$ cat config.mk
export PLATFORM = sky130hd
export DESIGN_NAME = axi_master_port_flat
export DESIGN_NICKNAME = d
export VERILOG_FILES = /design/src/rtl/axi_pkg.sv /design/src/rtl/axi_master_port_if.sv /design/src/rtl/axi_master_port.sv /design/src/flat_wrapper.sv
export SDC_FILE = /design/constraint.sdc
export NUM_CORES = 1
export LEC_CHECK = 0
export CAP_MARGIN = 0
export CORE_AREA = 3 3 113 115
export DETAILED_ROUTE_END_ITERATION = 16
export DIE_AREA = 0 0 116 118
export PLACE_DENSITY = 0.72
export REMOVE_ABC_BUFFERS = 1
export SLEW_MARGIN = 20
export SYNTH_ARGS = -nofsm -noshare
export SYNTH_HDL_FRONTEND = slang
export SYNTH_SLANG_ARGS = --single-unit
$ cat constraint.sdc
create_clock -name clk -period 2.1 [get_ports clk]
set_input_delay 0.525 -clock clk [delete_from_list [all_inputs] [get_ports clk]]
set_output_delay 0.525 -clock clk [all_outputs]
set_load 0.05 [all_outputs]
$ cat src/rtl/axi_pkg.sv
// Shared AXI constants, FSM state encoding and the latched command payload
// for the single-outstanding AXI4 master port.
package axi_pkg;

  localparam int unsigned ADDR_BITS    = 32;
  localparam int unsigned DATA_BITS    = 32;
  localparam int unsigned ID_BITS      = 4;
  localparam int unsigned AXI_LEN_BITS = 4;
  localparam int unsigned STRB_BITS    = DATA_BITS / 8;

  localparam logic [1:0] AXI_RESP_OKAY   = 2'b00;
  localparam logic [1:0] AXI_RESP_EXOKAY = 2'b01;
  localparam logic [1:0] AXI_RESP_SLVERR = 2'b10;
  localparam logic [1:0] AXI_RESP_DECERR = 2'b11;

  localparam logic [1:0] AXI_BURST_FIXED = 2'b00;
  localparam logic [1:0] AXI_BURST_INCR  = 2'b01;

  localparam logic [2:0] AXI_SIZE_4B = 3'b010;

  typedef enum logic [2:0] {
    ST_IDLE,
    ST_AR,
    ST_R,
    ST_AW,
    ST_W,
    ST_B,
    ST_FIN
  } state_t;

  typedef struct packed {
    logic [ADDR_BITS-1:0]    addr;
    logic [AXI_LEN_BITS-1:0] len;
    logic [1:0]              burst;
  } cmd_t;

endpackage

$ cat src/rtl/axi_master_port_if.sv
// AXI4 master channel bundle (AR/R/AW/W/B) with master and slave views.
interface axi_master_port_if;
  import axi_pkg::*;

  logic [ID_BITS-1:0]      arid;
  logic [ADDR_BITS-1:0]    araddr;
  logic [AXI_LEN_BITS-1:0] arlen;
  logic [2:0]              arsize;
  logic [1:0]              arburst;
  logic                    arvalid;
  logic                    arready;

  logic [ID_BITS-1:0]      rid;
  logic [DATA_BITS-1:0]    rdata;
  logic [1:0]              rresp;
  logic                    rlast;
  logic                    rvalid;
  logic                    rready;

  logic [ID_BITS-1:0]      awid;
  logic [ADDR_BITS-1:0]    awaddr;
  logic [AXI_LEN_BITS-1:0] awlen;
  logic [2:0]              awsize;
  logic [1:0]              awburst;
  logic                    awvalid;
  logic                    awready;

  logic [DATA_BITS-1:0]    wdata;
  logic [STRB_BITS-1:0]    wstrb;
  logic                    wlast;
  logic                    wvalid;
  logic                    wready;

  logic [ID_BITS-1:0]      bid;
  logic [1:0]              bresp;
  logic                    bvalid;
  logic                    bready;

  modport master (
    output arid, araddr, arlen, arsize, arburst, arvalid, input arready,
    input  rid, rdata, rresp, rlast, rvalid, output rready,
    output awid, awaddr, awlen, awsize, awburst, awvalid, input awready,
    output wdata, wstrb, wlast, wvalid, input wready,
    input  bid, bresp, bvalid, output bready
  );

  modport slave (
    input  arid, araddr, arlen, arsize, arburst, arvalid, output arready,
    output rid, rdata, rresp, rlast, rvalid, input rready,
    input  awid, awaddr, awlen, awsize, awburst, awvalid, output awready,
    input  wdata, wstrb, wlast, wvalid, output wready,
    output bid, bresp, bvalid, input bready
  );

endinterface

$ cat src/rtl/axi_master_port.sv
// Single-outstanding AXI4 initiator: one local command becomes one complete
// AR/R or AW/W/B transaction; data flows through valid/ready streams.
module axi_master_port
  import axi_pkg::*;
#(
  parameter int unsigned     ADDR_W = ADDR_BITS,
  parameter int unsigned     DATA_W = DATA_BITS,
  parameter int unsigned     ID_W   = ID_BITS,
  parameter int unsigned     LEN_W  = AXI_LEN_BITS,
  parameter logic [ID_W-1:0] MST_ID = '0
) (
  input  logic              clk,
  input  logic              rst,

  input  logic              cmd_valid,
  output logic              cmd_ready,
  input  logic              cmd_write,
  input  logic [ADDR_W-1:0] cmd_addr,
  input  logic [LEN_W-1:0]  cmd_len,
  input  logic [1:0]        cmd_burst,

  input  logic [DATA_W-1:0] wr_data,
  input  logic              wr_valid,
  output logic              wr_ready,

  output logic [DATA_W-1:0] rd_data,
  output logic              rd_valid,
  input  logic              rd_ready,

  output logic              done,
  output logic [1:0]        done_resp,

  axi_master_port_if.master axi
);

  state_t           state, state_n;
  cmd_t             cmd_q, cmd_n;
  logic [LEN_W-1:0] cnt_q, cnt_n;
  logic [1:0]       resp_q, resp_n;
  logic             arvalid_q, awvalid_q, bready_q, in_r_q, in_w_q;
  logic             last_beat_c;
  logic             unused_ids;

  assign last_beat_c = (cnt_q == cmd_q.len);

  // Next-state, counter and response bookkeeping
  always_comb begin
    state_n = state;
    cmd_n   = cmd_q;
    cnt_n   = cnt_q;
    resp_n  = resp_q;
    case (state)
      ST_IDLE: begin
        if (cmd_valid) begin
          cmd_n.addr  = cmd_addr;
          cmd_n.len   = cmd_len;
          cmd_n.burst = cmd_burst;
          cnt_n       = '0;
          resp_n      = AXI_RESP_OKAY;
          state_n     = cmd_write ? ST_AW : ST_AR;
        end
      end
      ST_AR: if (axi.arready) state_n = ST_R;
      ST_R: begin
        if (axi.rvalid && rd_ready) begin
          cnt_n = cnt_q + LEN_W'(1);
          // Keep only the first error seen in the burst
          if (resp_q == AXI_RESP_OKAY) resp_n = axi.rresp;
          if (axi.rlast) state_n = ST_FIN;
        end
      end
      ST_AW: if (axi.awready) state_n = ST_W;
      ST_W: begin
        if (wr_valid && axi.wready) begin
          cnt_n = cnt_q + LEN_W'(1);
          if (last_beat_c) state_n = ST_B;
        end
      end
      ST_B: begin
        if (axi.bvalid) begin
          resp_n  = axi.bresp;
          state_n = ST_FIN;
        end
      end
      ST_FIN:  state_n = ST_IDLE;
      default: state_n = ST_IDLE;
    endcase
  end

  // State, latched command and per-state control flags
  always_ff @(posedge clk or posedge rst) begin
    if (rst) begin
      state     <= ST_IDLE;
      cmd_q     <= '0;
      cnt_q     <= '0;
      resp_q    <= AXI_RESP_OKAY;
      cmd_ready <= 1'b1;
      arvalid_q <= 1'b0;
      awvalid_q <= 1'b0;
      bready_q  <= 1'b0;
      in_r_q    <= 1'b0;
      in_w_q    <= 1'b0;
      done      <= 1'b0;
    end else begin
      state     <= state_n;
      cmd_q     <= cmd_n;
      cnt_q     <= cnt_n;
      resp_q    <= resp_n;
      cmd_ready <= (state_n == ST_IDLE);
      arvalid_q <= (state_n == ST_AR);
      awvalid_q <= (state_n == ST_AW);
      bready_q  <= (state_n == ST_B);
      in_r_q    <= (state_n == ST_R);
      in_w_q    <= (state_n == ST_W);
      done      <= (state_n == ST_FIN);
    end
  end

  assign done_resp = resp_q;

  assign axi.arid    = MST_ID;
  assign axi.araddr  = cmd_q.addr;
  assign axi.arlen   = cmd_q.len;
  assign axi.arsize  = AXI_SIZE_4B;
  assign axi.arburst = cmd_q.burst;
  assign axi.arvalid = arvalid_q;

  // Read data is a straight pass-through while in R
  assign rd_data    = axi.rdata;
  assign rd_valid   = in_r_q & axi.rvalid;
  assign axi.rready = in_r_q & rd_ready;

  assign axi.awid    = MST_ID;
  assign axi.awaddr  = cmd_q.addr;
  assign axi.awlen   = cmd_q.len;
  assign axi.awsize  = AXI_SIZE_4B;
  assign axi.awburst = cmd_q.burst;
  assign axi.awvalid = awvalid_q;

  assign axi.wdata  = wr_data;
  assign axi.wstrb  = '1;
  assign axi.wlast  = in_w_q & last_beat_c;
  assign axi.wvalid = in_w_q & wr_valid;
  assign wr_ready   = in_w_q & axi.wready;

  assign axi.bready = bready_q;

  // Response IDs are deliberately not checked
  assign unused_ids = ^{axi.rid, axi.bid};

endmodule
$ cat src/flat_wrapper.sv
// flat-port wrapper written by rule: the top's interface ports become plain ports
module axi_master_port_flat import axi_pkg::*;
#(
  parameter int unsigned     ADDR_W = ADDR_BITS,
  parameter int unsigned     DATA_W = DATA_BITS,
  parameter int unsigned     ID_W   = ID_BITS,
  parameter int unsigned     LEN_W  = AXI_LEN_BITS,
  parameter logic [ID_W-1:0] MST_ID = '0
)
  (clk, rst, cmd_valid, cmd_ready, cmd_write, cmd_addr, cmd_len, cmd_burst, wr_data, wr_valid, wr_ready, rd_data, rd_valid, rd_ready, done, done_resp, axi_arid, axi_araddr, axi_arlen, axi_arsize, axi_arburst, axi_arvalid, axi_arready, axi_rid, axi_rdata, axi_rresp, axi_rlast, axi_rvalid, axi_rready, axi_awid, axi_awaddr, axi_awlen, axi_awsize, axi_awburst, axi_awvalid, axi_awready, axi_wdata, axi_wstrb, axi_wlast, axi_wvalid, axi_wready, axi_bid, axi_bresp, axi_bvalid, axi_bready);
  axi_master_port_if axi_i ();
  input  logic clk;
  input  logic rst;
  input  logic cmd_valid;
  output logic cmd_ready;
  input  logic cmd_write;
  input  logic [ADDR_W-1:0] cmd_addr;
  input  logic [LEN_W-1:0] cmd_len;
  input  logic [1:0] cmd_burst;
  input  logic [DATA_W-1:0] wr_data;
  input  logic wr_valid;
  output logic wr_ready;
  output logic [DATA_W-1:0] rd_data;
  output logic rd_valid;
  input  logic rd_ready;
  output logic done;
  output logic [1:0] done_resp;
  output wire logic [$bits(axi_i.arid)-1:0] axi_arid;
  output wire logic [$bits(axi_i.araddr)-1:0] axi_araddr;
  output wire logic [$bits(axi_i.arlen)-1:0] axi_arlen;
  output wire logic [$bits(axi_i.arsize)-1:0] axi_arsize;
  output wire logic [$bits(axi_i.arburst)-1:0] axi_arburst;
  output wire logic [$bits(axi_i.arvalid)-1:0] axi_arvalid;
  input wire logic [$bits(axi_i.arready)-1:0] axi_arready;
  input wire logic [$bits(axi_i.rid)-1:0] axi_rid;
  input wire logic [$bits(axi_i.rdata)-1:0] axi_rdata;
  input wire logic [$bits(axi_i.rresp)-1:0] axi_rresp;
  input wire logic [$bits(axi_i.rlast)-1:0] axi_rlast;
  input wire logic [$bits(axi_i.rvalid)-1:0] axi_rvalid;
  output wire logic [$bits(axi_i.rready)-1:0] axi_rready;
  output wire logic [$bits(axi_i.awid)-1:0] axi_awid;
  output wire logic [$bits(axi_i.awaddr)-1:0] axi_awaddr;
  output wire logic [$bits(axi_i.awlen)-1:0] axi_awlen;
  output wire logic [$bits(axi_i.awsize)-1:0] axi_awsize;
  output wire logic [$bits(axi_i.awburst)-1:0] axi_awburst;
  output wire logic [$bits(axi_i.awvalid)-1:0] axi_awvalid;
  input wire logic [$bits(axi_i.awready)-1:0] axi_awready;
  output wire logic [$bits(axi_i.wdata)-1:0] axi_wdata;
  output wire logic [$bits(axi_i.wstrb)-1:0] axi_wstrb;
  output wire logic [$bits(axi_i.wlast)-1:0] axi_wlast;
  output wire logic [$bits(axi_i.wvalid)-1:0] axi_wvalid;
  input wire logic [$bits(axi_i.wready)-1:0] axi_wready;
  input wire logic [$bits(axi_i.bid)-1:0] axi_bid;
  input wire logic [$bits(axi_i.bresp)-1:0] axi_bresp;
  input wire logic [$bits(axi_i.bvalid)-1:0] axi_bvalid;
  output wire logic [$bits(axi_i.bready)-1:0] axi_bready;
  assign axi_arid = axi_i.arid;
  assign axi_araddr = axi_i.araddr;
  assign axi_arlen = axi_i.arlen;
  assign axi_arsize = axi_i.arsize;
  assign axi_arburst = axi_i.arburst;
  assign axi_arvalid = axi_i.arvalid;
  assign axi_i.arready = axi_arready;
  assign axi_i.rid = axi_rid;
  assign axi_i.rdata = axi_rdata;
  assign axi_i.rresp = axi_rresp;
  assign axi_i.rlast = axi_rlast;
  assign axi_i.rvalid = axi_rvalid;
  assign axi_rready = axi_i.rready;
  assign axi_awid = axi_i.awid;
  assign axi_awaddr = axi_i.awaddr;
  assign axi_awlen = axi_i.awlen;
  assign axi_awsize = axi_i.awsize;
  assign axi_awburst = axi_i.awburst;
  assign axi_awvalid = axi_i.awvalid;
  assign axi_i.awready = axi_awready;
  assign axi_wdata = axi_i.wdata;
  assign axi_wstrb = axi_i.wstrb;
  assign axi_wlast = axi_i.wlast;
  assign axi_wvalid = axi_i.wvalid;
  assign axi_i.wready = axi_wready;
  assign axi_i.bid = axi_bid;
  assign axi_i.bresp = axi_bresp;
  assign axi_i.bvalid = axi_bvalid;
  assign axi_bready = axi_i.bready;
  axi_master_port #(.ADDR_W(ADDR_W), .DATA_W(DATA_W), .ID_W(ID_W), .LEN_W(LEN_W), .MST_ID(MST_ID)) u_core (.clk(clk), .rst(rst), .cmd_valid(cmd_valid), .cmd_ready(cmd_ready), .cmd_write(cmd_write), .cmd_addr(cmd_addr), .cmd_len(cmd_len), .cmd_burst(cmd_burst), .wr_data(wr_data), .wr_valid(wr_valid), .wr_ready(wr_ready), .rd_data(rd_data), .rd_valid(rd_valid), .rd_ready(rd_ready), .done(done), .done_resp(done_resp), .axi(axi_i));
endmodule
==> reports/results.tsv, run 1 <==
metric	value	unit
area_growth	29.9	%
status	complete, no violations	
powerDensity	2090	nW/µm²
synth.top_cell.area_share	0.408	
worst-path-max-fanout	3	
cts_tree	built	
ys_seq_elements	54	
wirelength	14100	µm
skew	5.27	ps
worstSetupStartpointType	register	
leakage	1.75	nW
io_buffers	141	
synth_area_leaders	dfrtp_1, buf_4, mux2_2	
grtUsageTotal	0.201	
finalCritPeriodShare	0.977	
vias	2184	
cts_setup_buffers	0	
critPathTopFamily	buffers and inverters	
critPathCaptureType	output port	
required	1570	ps
ctsResizeCount	0	
grt_max_degree	55	
finish.utilization	0.354	
max_stage_delay	840	ps
start_util	0.273	
setup_violations	0	
grt_pass1_vias	2350	
yosysUniqueCellTypes	43	
grt_antenna_before_repair	0	
drv_slew	0	
wl_per_cell	29.0	µm
hpwl	12300	µm
ys_seq_area_frac	0.416	
via_per_inst	4.50	
critPathArrivalTime	1530	ps
finalNetCount	464	
crit_chain	clkdlybuf4s50_1	
synthFlopType	dfrtp_1	
critPathSlowestCell	clkdlybuf4s50_1	
insertion_delay	290	ps
num_io_pins	296	
grt_first_pass_wirelength	18900	µm
synth-edff-count	0	
synth.cell_area	3250	µm²
core	11900	µm²
gp_congestion	0.835	
async_flop_share	1.00	
n_antenna_cell	0	
postRouteAntennaNets	0	
period_needed	2050	ps
hold_viol	0	
synth_largest_area_cell	dfrtp_1	
clkTransAtPathRegs	70	ps
hold_class	reg2reg	
cts_sinks	54	
gr-total-overflow	0	
cts_hold_buf	0	
postPlaceCellArea	4070	µm²
relSlewSlack	0.646	
path_class	reg2out	
worstMarginPinSlew	529	ps
synth.avg_cell_area	11.1	µm²
syn_inst	292	
timing.fmax	487	MHz
row_count	40	
design_area	4220	µm²
hold_slack	537	ps
drive_gt1_frac	0.251	
yosysWarnings	0	
h-tree-depth	2	
die_area	13700	µm²
numCtsBuffers	5	
ir_worst_vdd	1050	µV
cp.buffers_inverters	1	
clock_path_buffers	2	
first_iter_violations	40	
dr.pass1.iters	4	
die_h	118	µm
route.detailed.drc	0	
die_w	116	µm
nFillCells	1161	
root_buffer	clkbuf_16	
maxCapViolCount	0	
## metrics by stage
stage | setup TNS [ps] | instances | setup slack, ps | power (mW)
floorplan | -5990 | 180 | -357 | 5.87
global placement | -2000 | 477 | -58.3 | 7.95
detailed placement | -2770 | 477 | -87.8 | 8.03
CTS | 0 | 485 | 26.6 | 8.90
global route | -0.325 | 485 | -0.325 | 9.20
finish | 0 | 485 | 47.9 | 8.81
## flip-flops by register name, summed over array words and instances (netlist names), 2 cells and up
| register | count |
|---|---|
| u_core.axi.araddr | 32 |
| u_core.axi.arlen | 4 |
| u_core.cnt_q | 4 |
| u_core.state | 3 |
| u_core.axi.arburst | 2 |
| u_core.done_resp | 2 |
## cell usage after synthesis, drive strengths merged, types with 2 or more instances
| cell | instances |
|---|---|
| xnor2 | 6 |
| nand2 | 2 |
| conb | 2 |
| nor4b | 2 |
| nor2 | 6 |
| a31oi | 3 |
| nand2b | 3 |
| nand3 | 3 |
| dfrtp | 53 |
| nand4b | 3 |
| and3 | 2 |
| a21oi | 3 |
| and2 | 7 |
| a32o | 2 |
| inv | 5 |
| buf | 127 |
| o21ai | 2 |
| mux2 | 41 |
## placed cells by master, fill, tap and decap left out, drive strengths merged, types with 2 or more instances in the layout
master         synthesis  routed
and2                   7       7
clkdlybuf4s50          0     123
and3                   2       2
conb                   2      18
a21oi                  3       3
mux2                  41      41
clkbuf                 1       6
xnor2                  6       6
o21ai                  2       2
nand4b                 3       3
a32o                   2       2
buf                  127      26
a31oi                  3       3
clkinv                 0       2
nand2                  2       2
nand3                  3       3
nor2                   6       6
dfrtp                 53      53
inv                    5       5
nand2b                 3       3
nor4b                  2       2
## cells by family (layout without fill, tap and decap cells)
| kind of cell | Yosys count | after routing | synth area share |
|---|---|---|---|
| other | 2 | 18 | 0.00231 |
| adders and majority gates | 1 | 1 | 0.00385 |
| buffers and inverters | 133 | 163 | 0.300 |
| AOI/OAI and AO/OA | 16 | 16 | 0.0381 |
| muxes | 42 | 42 | 0.145 |
| xor gates and xnor gates | 6 | 6 | 0.0162 |
| and+or+nand+nor | 38 | 38 | 0.0778 |
| DFF | 54 | 54 | 0.416 |
## power breakdown
part           internal, mW  switching, mW  leakage (nW)
combinational          2.12           3.88          1.02
sequential             1.53          0.462         0.658
clock                 0.439          0.372        0.0706
total                  4.10           4.72          1.75
## final timing paths
| check | from | endpoint | slack, ps | depth (start not counted) |
|---|---|---|---|---|
| max | u_core.axi.araddr[25]$_DFFE_PP0P_ | axi_awaddr[25] | 50 | 1 |
| min | u_core.axi.araddr[1]$_DFFE_PP0P_ | u_core.axi.araddr[1]$_DFFE_PP0P_ | 540 | 1 |
| max reg2reg | u_core.state[1]$_DFF_PP0_ | u_core.axi.araddr[25]$_DFFE_PP0P_ | 370 | 4 |
| min reg2reg | u_core.axi.araddr[1]$_DFFE_PP0P_ | u_core.axi.araddr[1]$_DFFE_PP0P_ | 540 | 1 |
| max in group asynchronous | rst | u_core.cmd_ready$_DFF_PP1_ | 1210 | 3 |
| min in group asynchronous | rst | u_core.axi.araddr[13]$_DFFE_PP0P_ | 590 | 3 |
## layout make-up
| type | count | area, µm² | area share |
|---|---|---|---|
| inverter | 5 | 18.8 | 0.00445 |
| tap | 147 | 184 | 0.0436 |
| sequential | 54 | 1350 | 0.321 |
| multi-input combinational | 121 | 985 | 0.233 |
| clock buffer | 6 | 129 | 0.0306 |
| clock inverter | 2 | 10.0 | 0.00237 |
| timing repair buffer | 150 | 1540 | 0.365 |
## worst register-to-register path, stage by stage (launching register included)
cell	delay [ps]
dfrtp_1	550
nor2b_1	260
and2_2	250
buf_12	190
mux2_2	360
## metal layers
metal  track usage  up-vias  wire length (µm)  share of wire
li1              -      917                 -              -
met2         0.314      242              6510           0.46
met1         0.128     1008              2820           0.20
met3         0.285       17              4410           0.31
met4        0.0558        0               342          0.024
met5             0        -                 0              0
(Power assumes the default switching activity.)
==> inputs of run 2 (changes only) <==
--- a/config.mk
+++ b/config.mk
@@ -10,6 +10,7 @@
 export DETAILED_ROUTE_END_ITERATION = 16
 export DIE_AREA = 0 0 116 118
 export PLACE_DENSITY = 0.72
+export RECOVER_POWER = 25
 export REMOVE_ABC_BUFFERS = 1
 export SLEW_MARGIN = 20
 export SYNTH_ARGS = -nofsm -noshare
==> reports/results.tsv, run 2 (synthesized netlist as in run 1, its figures left out) <==
metric	value	unit	change
grtUsageTotal	0.201		unchanged
placed_cells	477		unchanged
required	1570	ps	about the same
drv_slew	0		unchanged
crit_chain	clkdlybuf4s50_1		unchanged
critPathCaptureType	output port		unchanged
powerDensity	2100	nW/µm²	was 2090 nW/µm²
gp_congestion	0.835		unchanged
drive_gt1_frac	0.249		was 0.251
critPathArrivalTime	1530	ps	about the same
clkTransAtPathRegs	70	ps	about the same
via_per_inst	4.50		unchanged
numCtsBuffers	5		unchanged
core	11900	µm²	unchanged
mostFrequentLayoutCells	clkdlybuf4s50_1, dfrtp_1, mux2_2		unchanged
n_antenna_cell	0		unchanged
wirelength	14100	µm	about the same
vias	2184		unchanged
hold_slack	537	ps	unchanged
first_iter_violations	40		unchanged
path_class	reg2out		unchanged
cts_setup_buffers	0		unchanged
dr.pass1.iters	4		unchanged
insertion_delay	290	ps	about the same
cts_sinks	54		unchanged
largest_reg_flops	32		unchanged
io_buffers	141		unchanged
die_h	118	µm	unchanged
cp.buffers_inverters	1		unchanged
final.setup.tns	0	ps	unchanged
clock_path_buffers	2		unchanged
maxCapViolCount	0		unchanged
max_stage_delay	840	ps	about the same
critPathTopFamily	buffers and inverters		unchanged
grt_max_degree	55		unchanged
h-tree-depth	2		unchanged
relSlewSlack	0.186		was 0.646
worst-path-max-fanout	3		unchanged
row_count	40		unchanged
hold_path_depth	1		unchanged
area_growth	29.4	%	was 29.9%
hold_viol	0		unchanged
die_area	13700	µm²	unchanged
worstSetupStartpointType	register		unchanged
route.detailed.drc	0		unchanged
cts_tree	built		unchanged
wl_per_cell	29.0	µm	about the same
grt_first_pass_wirelength	18900	µm	unchanged
grt_pass1_vias	2350		unchanged
ir_worst_vdd	1050	µV	about the same
hpwl	12300	µm	unchanged
root_buffer	clkbuf_16		unchanged
gr-total-overflow	0		unchanged
start_util	0.273		unchanged
die_w	116	µm	unchanged
critPathSlowestCell	clkdlybuf4s50_1		unchanged
finalNetCount	464		unchanged
ff2ff_setup_slack	370	ps	about the same
cts_hold_buf	0		unchanged
timing.fmax	487	MHz	unchanged
num_io_pins	296		unchanged
period_needed	2050	ps	unchanged
hold_class	reg2reg		unchanged
status	complete, no violations		unchanged
ctsResizeCount	0		unchanged
skew	5.27	ps	unchanged
setup_violations	0		unchanged
hold-path-endpoint	u_core.axi.araddr[1]$_DFFE_PP0P_		unchanged
postRouteAntennaNets	0		unchanged
instances_no_fill	485		unchanged
finalCritPeriodShare	0.977		unchanged
leakage	1.74	nW	was 1.75 nW
reg2reg_from	u_core.state[1]$_DFF_PP0_		unchanged
regToRegEndpoint	u_core.axi.araddr[25]$_DFFE_PP0P_		unchanged
reg2reg_depth	4		unchanged
worstMarginPinSlew	1220	ps	was 529 ps
layout_commonest_cell	clkdlybuf4s50_1		unchanged
grt_antenna_before_repair	0		unchanged
hold_path.startpoint	u_core.axi.araddr[1]$_DFFE_PP0P_		unchanged
nFillCells	1163		was 1161
==> run 2: cell count changes in the layout (fill, tap and decap cells not counted), sizes merged <==
cell	previous run	this run
clkinv	2	3
inv	5	4
==> run 2: how the worst max path moves through the flow <==
stage | start | end | slack (ps) | depth (start not counted)
6_report | u_core.axi.araddr[25]$_DFFE_PP0P_ | axi_awaddr[25] | 50 | 1
5_1_grt | u_core.axi.araddr[12]$_DFFE_PP0P_ | axi_awaddr[12] | -0.3 | 1
3_3_place_gp | cmd_valid | u_core.axi.araddr[13]$_DFFE_PP0P_ | -60 | 5
2_1_floorplan | u_core.axi.arlen[2]$_DFFE_PP0P_ | axi_wlast | -360 | 3
3_5_place_dp | cmd_valid | u_core.axi.araddr[15]$_DFFE_PP0P_ | -90 | 5
4_1_cts | u_core.axi.arlen[3]$_DFFE_PP0P_ | axi_wlast | 30 | 4
==> run 2: through the flow <==
| stage | instance area [µm²] | setup slack [ps] | power [mW] | utilization |
|---|---|---|---|---|
| floorplan | 2350 | -357 | 5.87 | - |
| global placement | 4070 | -58.3 | 7.95 | 0.342 |
| detailed placement | 4070 | -87.8 | 8.03 | 0.342 |
| CTS | 4210 | 26.6 | 8.90 | 0.354 |
| global route | 4200 | -0.325 | 9.20 | 0.353 |
| finish | 4200 | 47.9 | 8.81 | 0.353 |
==> run 2: where the power goes <==
part	switching (mW)	internal, mW	total (mW)
logic	3.88	2.12	6.00
registers	0.462	1.53	2.00
clock network	0.372	0.439	0.811
==> run 2: metal layers <==
layer  track usage  routed length, µm
met5             0                  0
met4        0.0558                342
met3         0.285               4410
met2         0.314               6510
met1         0.128               2820
==> run 2: layout make-up <==
class                           instances  area (µm²)  area share
Timing Repair Buffer                  150        1520       0.363
Sequential cell                        54        1350       0.322
Multi-Input combinational cell        121         985       0.234
Tap cell                              147         184      0.0438
Clock buffer                            6         129      0.0307
Inverter                                5        18.8     0.00447
Clock inverter                          2        10.0     0.00238
